--- src/rtl/ysyx_23060075_gpr_sb.sv ---
// Register file with per-register busy scoreboard.
// Combinational reads, one write-back port, optional write bypass.
module ysyx_23060075_gpr_sb #(
  parameter int ADDR_WIDTH = 5,
  parameter int DATA_WIDTH = 32,
  parameter int NR_RD      = 2,
  parameter int BYPASS     = 1
) (
  input  logic                        clk,
  input  logic                        rst,
  input  logic [NR_RD*ADDR_WIDTH-1:0] rd_addr,
  output logic [NR_RD*DATA_WIDTH-1:0] rd_data,
  output logic [NR_RD-1:0]            rd_ready,
  input  logic                        wb_en,
  input  logic [ADDR_WIDTH-1:0]       wb_addr,
  input  logic [DATA_WIDTH-1:0]       wb_data,
  input  logic                        rsv_en,
  input  logic [ADDR_WIDTH-1:0]       rsv_addr,
  input  logic                        flush,
  output logic [ADDR_WIDTH:0]         busy_cnt
);

  localparam int DEPTH = 1 << ADDR_WIDTH;

  logic [DATA_WIDTH-1:0] regs [DEPTH];
  logic [DEPTH-1:0]      busy;
  logic [DEPTH-1:0]      busy_nxt;
  logic [ADDR_WIDTH:0]   cnt_nxt;
  logic                  wb_hit;
  logic                  rsv_hit;

  assign wb_hit  = wb_en && (wb_addr != '0);
  assign rsv_hit = rsv_en && (rsv_addr != '0);

  // Next busy vector: flush dominates, then retire, then reserve.
  always_comb begin
    busy_nxt = busy;
    if (flush) begin
      busy_nxt = '0;
    end else begin
      if (wb_hit)
        busy_nxt[wb_addr] = 1'b0;
      if (rsv_hit)
        busy_nxt[rsv_addr] = 1'b1;
    end
    busy_nxt[0] = 1'b0;
  end

  // Popcount of the next busy vector feeds the registered count.
  always_comb begin
    cnt_nxt = '0;
    for (int i = 0; i < DEPTH; i++)
      cnt_nxt = cnt_nxt + {{ADDR_WIDTH{1'b0}}, busy_nxt[i]};
  end

  // Busy vector and its count update together.
  always_ff @(posedge clk or posedge rst) begin
    if (rst) begin
      busy     <= '0;
      busy_cnt <= '0;
    end else begin
      busy     <= busy_nxt;
      busy_cnt <= cnt_nxt;
    end
  end

  // Register storage; index 0 is never written.
  always_ff @(posedge clk or posedge rst) begin
    if (rst) begin
      for (int i = 0; i < DEPTH; i++)
        regs[i] <= '0;
    end else if (wb_hit) begin
      regs[wb_addr] <= wb_data;
    end
  end

  for (genvar g = 0; g < NR_RD; g++) begin : g_rd
    logic [ADDR_WIDTH-1:0] a;
    logic                  byp;

    assign a   = rd_addr[g*ADDR_WIDTH +: ADDR_WIDTH];
    assign byp = (BYPASS != 0) && wb_en && (wb_addr == a);

    // Read mux: x0, then same-cycle bypass, then stored value.
    always_comb begin
      rd_data[g*DATA_WIDTH +: DATA_WIDTH] = regs[a];
      rd_ready[g] = !busy[a];
      if (a == '0) begin
        rd_data[g*DATA_WIDTH +: DATA_WIDTH] = '0;
        rd_ready[g] = 1'b1;
      end else if (byp) begin
        rd_data[g*DATA_WIDTH +: DATA_WIDTH] = wb_data;
        rd_ready[g] = 1'b1;
      end
    end
  end

endmodule

--- config.mk ---
export PLATFORM = sky130hd
export DESIGN_NAME = ysyx_23060075_gpr_sb
export DESIGN_NICKNAME = d
export VERILOG_FILES = /design/src/rtl/ysyx_23060075_gpr_sb.sv
export SDC_FILE = /design/constraint.sdc
export NUM_CORES = 2
export LEC_CHECK = 0
export BUFFER_PORTS_ARGS = -buffer_cell sky130_fd_sc_hd__buf_2
export CORE_UTILIZATION = 34
export CTS_CLUSTER_DIAMETER = 80
export DETAILED_ROUTE_END_ITERATION = 6
export GPL_TIMING_DRIVEN = 0
export PLACE_DENSITY = 0.55
export SLEW_MARGIN = 30
export SYNTH_ARGS = -nofsm -noshare
export SYNTH_HDL_FRONTEND = slang
export SYNTH_SLANG_ARGS = --single-unit
--- constraint.sdc ---
create_clock -name clk -period 98.9 [get_ports clk]
set_input_delay 19.78 -clock clk [delete_from_list [all_inputs] [get_ports clk]]
set_output_delay 19.78 -clock clk [all_outputs]
set_load 0.02 [all_outputs]
* Word level (Yosys, flattened, before mapping)
Cells that the tools add are included.
Cells by class: add/subtract/negate cells 30, $lt $le $gt $ge 10, eq/ne operators 2, mux-type cells 29, bitwise gates (word level) 6, reductions and logical operators 13
Operators by type and width (count):
- 1024-bit bitwise mux | 1
- 32-bit 2-to-1 mux | 13
- 32-bit binary-select mux with 5-bit select | 2
- 32-bit demux with 5-bit select | 1
- 6-bit by 1-bit adder with 6-bit output | 25
- 32-bit AND | 1
- 32-bit NOT | 1
- 32-bit OR | 1
- 5-bit by 6-bit less-than comparator with 1-bit output, second input constant | 4
- 6-bit >= comparator, second input constant | 3
- 5-bit NOT with 6-bit output | 3
- 1-bit binary-select mux with 5-bit select | 2
- 1-bit demux with 5-bit select | 2
- 5-bit == test | 2
- 5-bit by 1-bit >= comparator with 1-bit output, second input constant | 2
- 5-bit zero test | 2
- 5-bit nonzero test | 2
- 1-bit 2-to-1 mux | 8
- 1-bit logical AND | 7
- 5-bit by 1-bit adder with 6-bit output | 1
- 6-bit by 1-bit less-than comparator with 1-bit output, second input constant | 1
- 4-bit by 1-bit adder with 5-bit output | 1
- 3-bit by 1-bit adder with 4-bit output | 1
- 2-bit by 1-bit adder with 3-bit output | 1
- 2 further kinds | 3
Word-level totals: register bits 1061, bits of input ports 57, output and inout port bits 72, logic and storage cells 124

* Logic depth before layout (Yosys ltp)
word-level depth 41, gate-level depth with buffers 22

* Worst setup path before layout
OpenSTA, ideal clock, no wires.
path type input to output, start input rd_addr[2], end output rd_data[28], arrival time 21.591 ns, path slack 57.529 ns, stages 8, buffers on the path 4, path through buf_2 > buf_2 > buf_2 > buf_2 > nor2_1 > a2111oi_0 > nor2_1 > o21ai_0
On the way: word-level cells in the longest chain between the ends 6
Ends and longest elaborated chain:
- from (decl) | line 11 | input logic [NR_RD*ADDR_WIDTH-1:0] rd_addr,
- 5-bit NOT with 6-bit output (implied by the code) | line 86 | rd_data[g*DATA_WIDTH +: DATA_WIDTH] = regs[a];
- 32-bit binary-select mux with 5-bit select | line 86
- 32-bit 2-to-1 mux (implied by the code) (2 in a row) | line 86
- 32-bit 2-to-1 mux | line 91 | end else if (byp) begin
- 32-bit 2-to-1 mux (*) | line 88 | if (a == '0) begin
- to (decl) | line 12 | output logic [NR_RD*DATA_WIDTH-1:0] rd_data,
Mark *: on every way between the ends. The rest lies on a longest branch, timed or not. The select of a mux whose other input is x is not followed.

* Worst setup path after layout
start input rd_addr[8], end output rd_data[41]
Same word-level chain as after synthesis.

==> qor.csv <==
metric;value;unit
post-place setup slack;55400;ps
Detailed Route WL;264000;µm
Max Clock Skew;30.5;ps
setup slack after layout;55300;ps
final period demand of the worst path;43600;ps
hold_ws;474;ps
Die Width;415;µm
multiplexer share of the synthesized area;40.7;%
number of cells on the worst reg-to-reg path;16;
leak pwr;28.9;nW
number of buffers created by CTS;130;
# Max-Cap Violations;0;
launch point of the critical path;rd_addr[8];
initial antenna violation count;24;
FP Rows;151;
grt ovf;0;
DP HPWL;180000;µm
post-cts resize count;0;
Final Wtd Congestion;0.946;
maximum fanout encountered on the critical timing path;8;
actual slew at the worst max-slew pin;1160;ps
GRT Resource Usage Total;30.4;%
Setup TNS;0;ps
antenna viol nets, final;0;
core box area;169000;µm²
Critical Path Source Type;input port;
commonest cells after routing, fill and taps aside;sky130_fd_sc_hd__dfrtp_1 (1,061), sky130_fd_sc_hd__mux2_2 (1,034), sky130_fd_sc_hd__mux4_2 (432);
number of clock sinks;1061;
total setup violations reported at the end of the flow;0;
dominant cell type by area after synthesis;sky130_fd_sc_hd__dfrtp_1;
synth warn;0;
share of synthesized registers carrying an async set or reset;100;%
hold path start;regs[993];
endpoint class of the critical path;output pin;
Mapped Area;58100;µm²
synthesis-stage register bit count;1061;
fin crit share;44.1;%
Distinct cells, synth;64;
fraction of the yosys area taken by sequential cells;45.7;%
maximum clock insertion buffer count;3;
first drt pass iteration count;5;
final standard cell count with taps included and fillers excluded;6639;
number of synthesized flops with an enable pin;0;
arrival time of the worst setup path;23820;ps
share of final-layout standard cells stronger than drive strength 1;48.0;%
H-tree depth reported by CTS;4;
number of nets in the layout;4401;
worst setup path class;in -> out;
effective utilization at floorplan;34.3;%
detail-routed via count per cell;6.46;
area growth from synthesis to layout;14.6;%
largest family of logic cells by synthesized area;multiplexers;
arithmetic-cell share of the synthesized area counting full adders, half adders and majority gates;0.943;%
Post-Synthesis Mean Instance Area;14.4;µm²
VDD IR max;0.0168;mV
unrepaired setup endpoints after global routing;no;
source-to-sink clock delay at the later pin of the worst-skew pair;800;ps
leading cell types by total area after synthesis;sky130_fd_sc_hd__dfrtp_1 (46%), sky130_fd_sc_hd__mux2_2 (20%), sky130_fd_sc_hd__mux4_2 (17%), sky130_fd_sc_hd__mux2i_1 (2.6%), sky130_fd_sc_hd__clkbuf_1 (1.4%);
clock transition at the register clock pins on the worst setup and hold paths after CTS;50;ps
number of nets in the synthesized netlist;4125;
number of primary I/O pins;129;
status;completed;
P per Cell Area;20.3;nW/µm²
fraction of synthesized cell area in xor and xnor cells;0.196;%
worst slew margin relative to its limit;22.9;%
number of global-route vias before repair;42400;
post-placement cell count;6400;
required time worst endpoint;79120;ps
number of violations reported at the end of detailed-routing iteration 0;5685;
post-CTS setup repair buffer count;0;
number of hold-slack violations in the final timing report;0;
buffers added on ports;117;
die area;173000;µm²
post-synth top area share;45.7;%
Chip Height;415;µm
most common cell after layout, fill and taps aside;sky130_fd_sc_hd__dfrtp_1;
fillers;15800;
Clock Tree Root;sky130_fd_sc_hd__clkbuf_16;
pin count of the biggest net entering global routing;90;
Achievable Freq;0.0229;GHz
post-synthesis simple-gate area fraction;2.95;%
CTS tree;done;
compound-cell area share of the yosys netlist;5.41;%
worst hold path depth;1;
origin of the critical flop-to-flop path;busy[24];
drc violations;0;
hold buffers post-CTS;0;
most frequently used flop master after synthesis;sky130_fd_sc_hd__dfrtp_1;
number of vias in the routed layout;42900;
Post-Syn Instances;4038;
wire length of the first global-routing pass;360000;µm
Slew Viols, Final;0;
Wirelength per Cell;39.8;µm
path type of the worst min-delay path;reg -> reg;
==> stage by stage <==
stage               area, µm²  utilization (%)  total power (W)
finish                  66600             39.3          0.00135
global route            66600             39.3          0.00139
CTS                     66600             39.3          0.00135
detailed placement      62300             36.8         0.000861
global placement        61500             36.3         0.000851
floorplan               58100                -         0.000764
==> synthesized netlist by cell type (all sizes together) (29+ instances only) <==
cell	instances
dfrtp	1061
mux2	1034
mux4	460
buf	224
clkbuf	220
mux2i	153
nand2	117
o22ai	113
nor2	87
o21ai	57
a21oi	45
inv	44
a21o	34
a221oi	33
o211ai	29
==> per-layer routing <==
layer	vias up	share of wire, %	routed length (µm)	track usage, %
met1	23100	38	100000	38.3
met2	2844	43	113000	43.8
met3	813	11	30200	10.7
met5	-	0.095	251	0.778
li1	16100	-	-	-
met4	10	7.6	20200	20.0
==> area by class of cell <==
| class | count | area (µm²) | area share, % |
|---|---|---|---|
| Multi-Input combinational cell | 2489 | 29200 | 43.9 |
| Sequential cell | 1061 | 26600 | 39.9 |
| Clock buffer | 198 | 3920 | 5.89 |
| Tap cell | 2218 | 2780 | 4.17 |
| Buffer | 444 | 2370 | 3.56 |
| Timing Repair Buffer | 144 | 1200 | 1.80 |
| Clock inverter | 31 | 364 | 0.547 |
| Inverter | 44 | 173 | 0.259 |
| Antenna cell | 10 | 25.0 | 0.0376 |
==> worst max-delay path, stage by stage <==
cell	delay (ps)
sky130_fd_sc_hd__clkbuf_1	460
sky130_fd_sc_hd__xor2_1	130
sky130_fd_sc_hd__nor4_1	670
sky130_fd_sc_hd__and3_1	370
sky130_fd_sc_hd__clkbuf_1	810
sky130_fd_sc_hd__or3_1	210
sky130_fd_sc_hd__clkbuf_1	690
sky130_fd_sc_hd__o211ai_1	410
sky130_fd_sc_hd__buf_2	270
==> where the power goes <==
group	internal, W	leakage [nW]	switching, W	total, W
Clock	0.000287	2.11	0.000205	0.000491
Combinational	0.000152	13.2	0.000135	0.000287
Sequential	0.000514	13.6	0.0000609	0.000575
==> registers in the layout (all words and copies together) (netlist names) <==
name and flops:
busy_cnt 6, busy 31, regs 1024
==> logic make-up (layout without fill, tap and decap cells) <==
logic type / after synthesis / after routing
muxes: 1647 / 1647
DFF: 1061 / 1061
buffers and inverters: 488 / 861
AOI/OAI and AO/OA: 447 / 447
and+or+nand+nor: 352 / 352
adders and majority gates: 30 / 30
xor gates and xnor gates: 13 / 13
other: 0 / 10
==> worst paths after layout <==
kind | end | slack (ps)
setup / recovery | rd_data[41] | 55300
hold / removal | regs[993] | 470
setup reg to reg | busy_cnt[4] | 93660
hold reg to reg | regs[993] | 470
max in group asynchronous | regs[108] | 77900
min in group asynchronous | busy[23] | 18990
(Power assumes the default switching activity.)
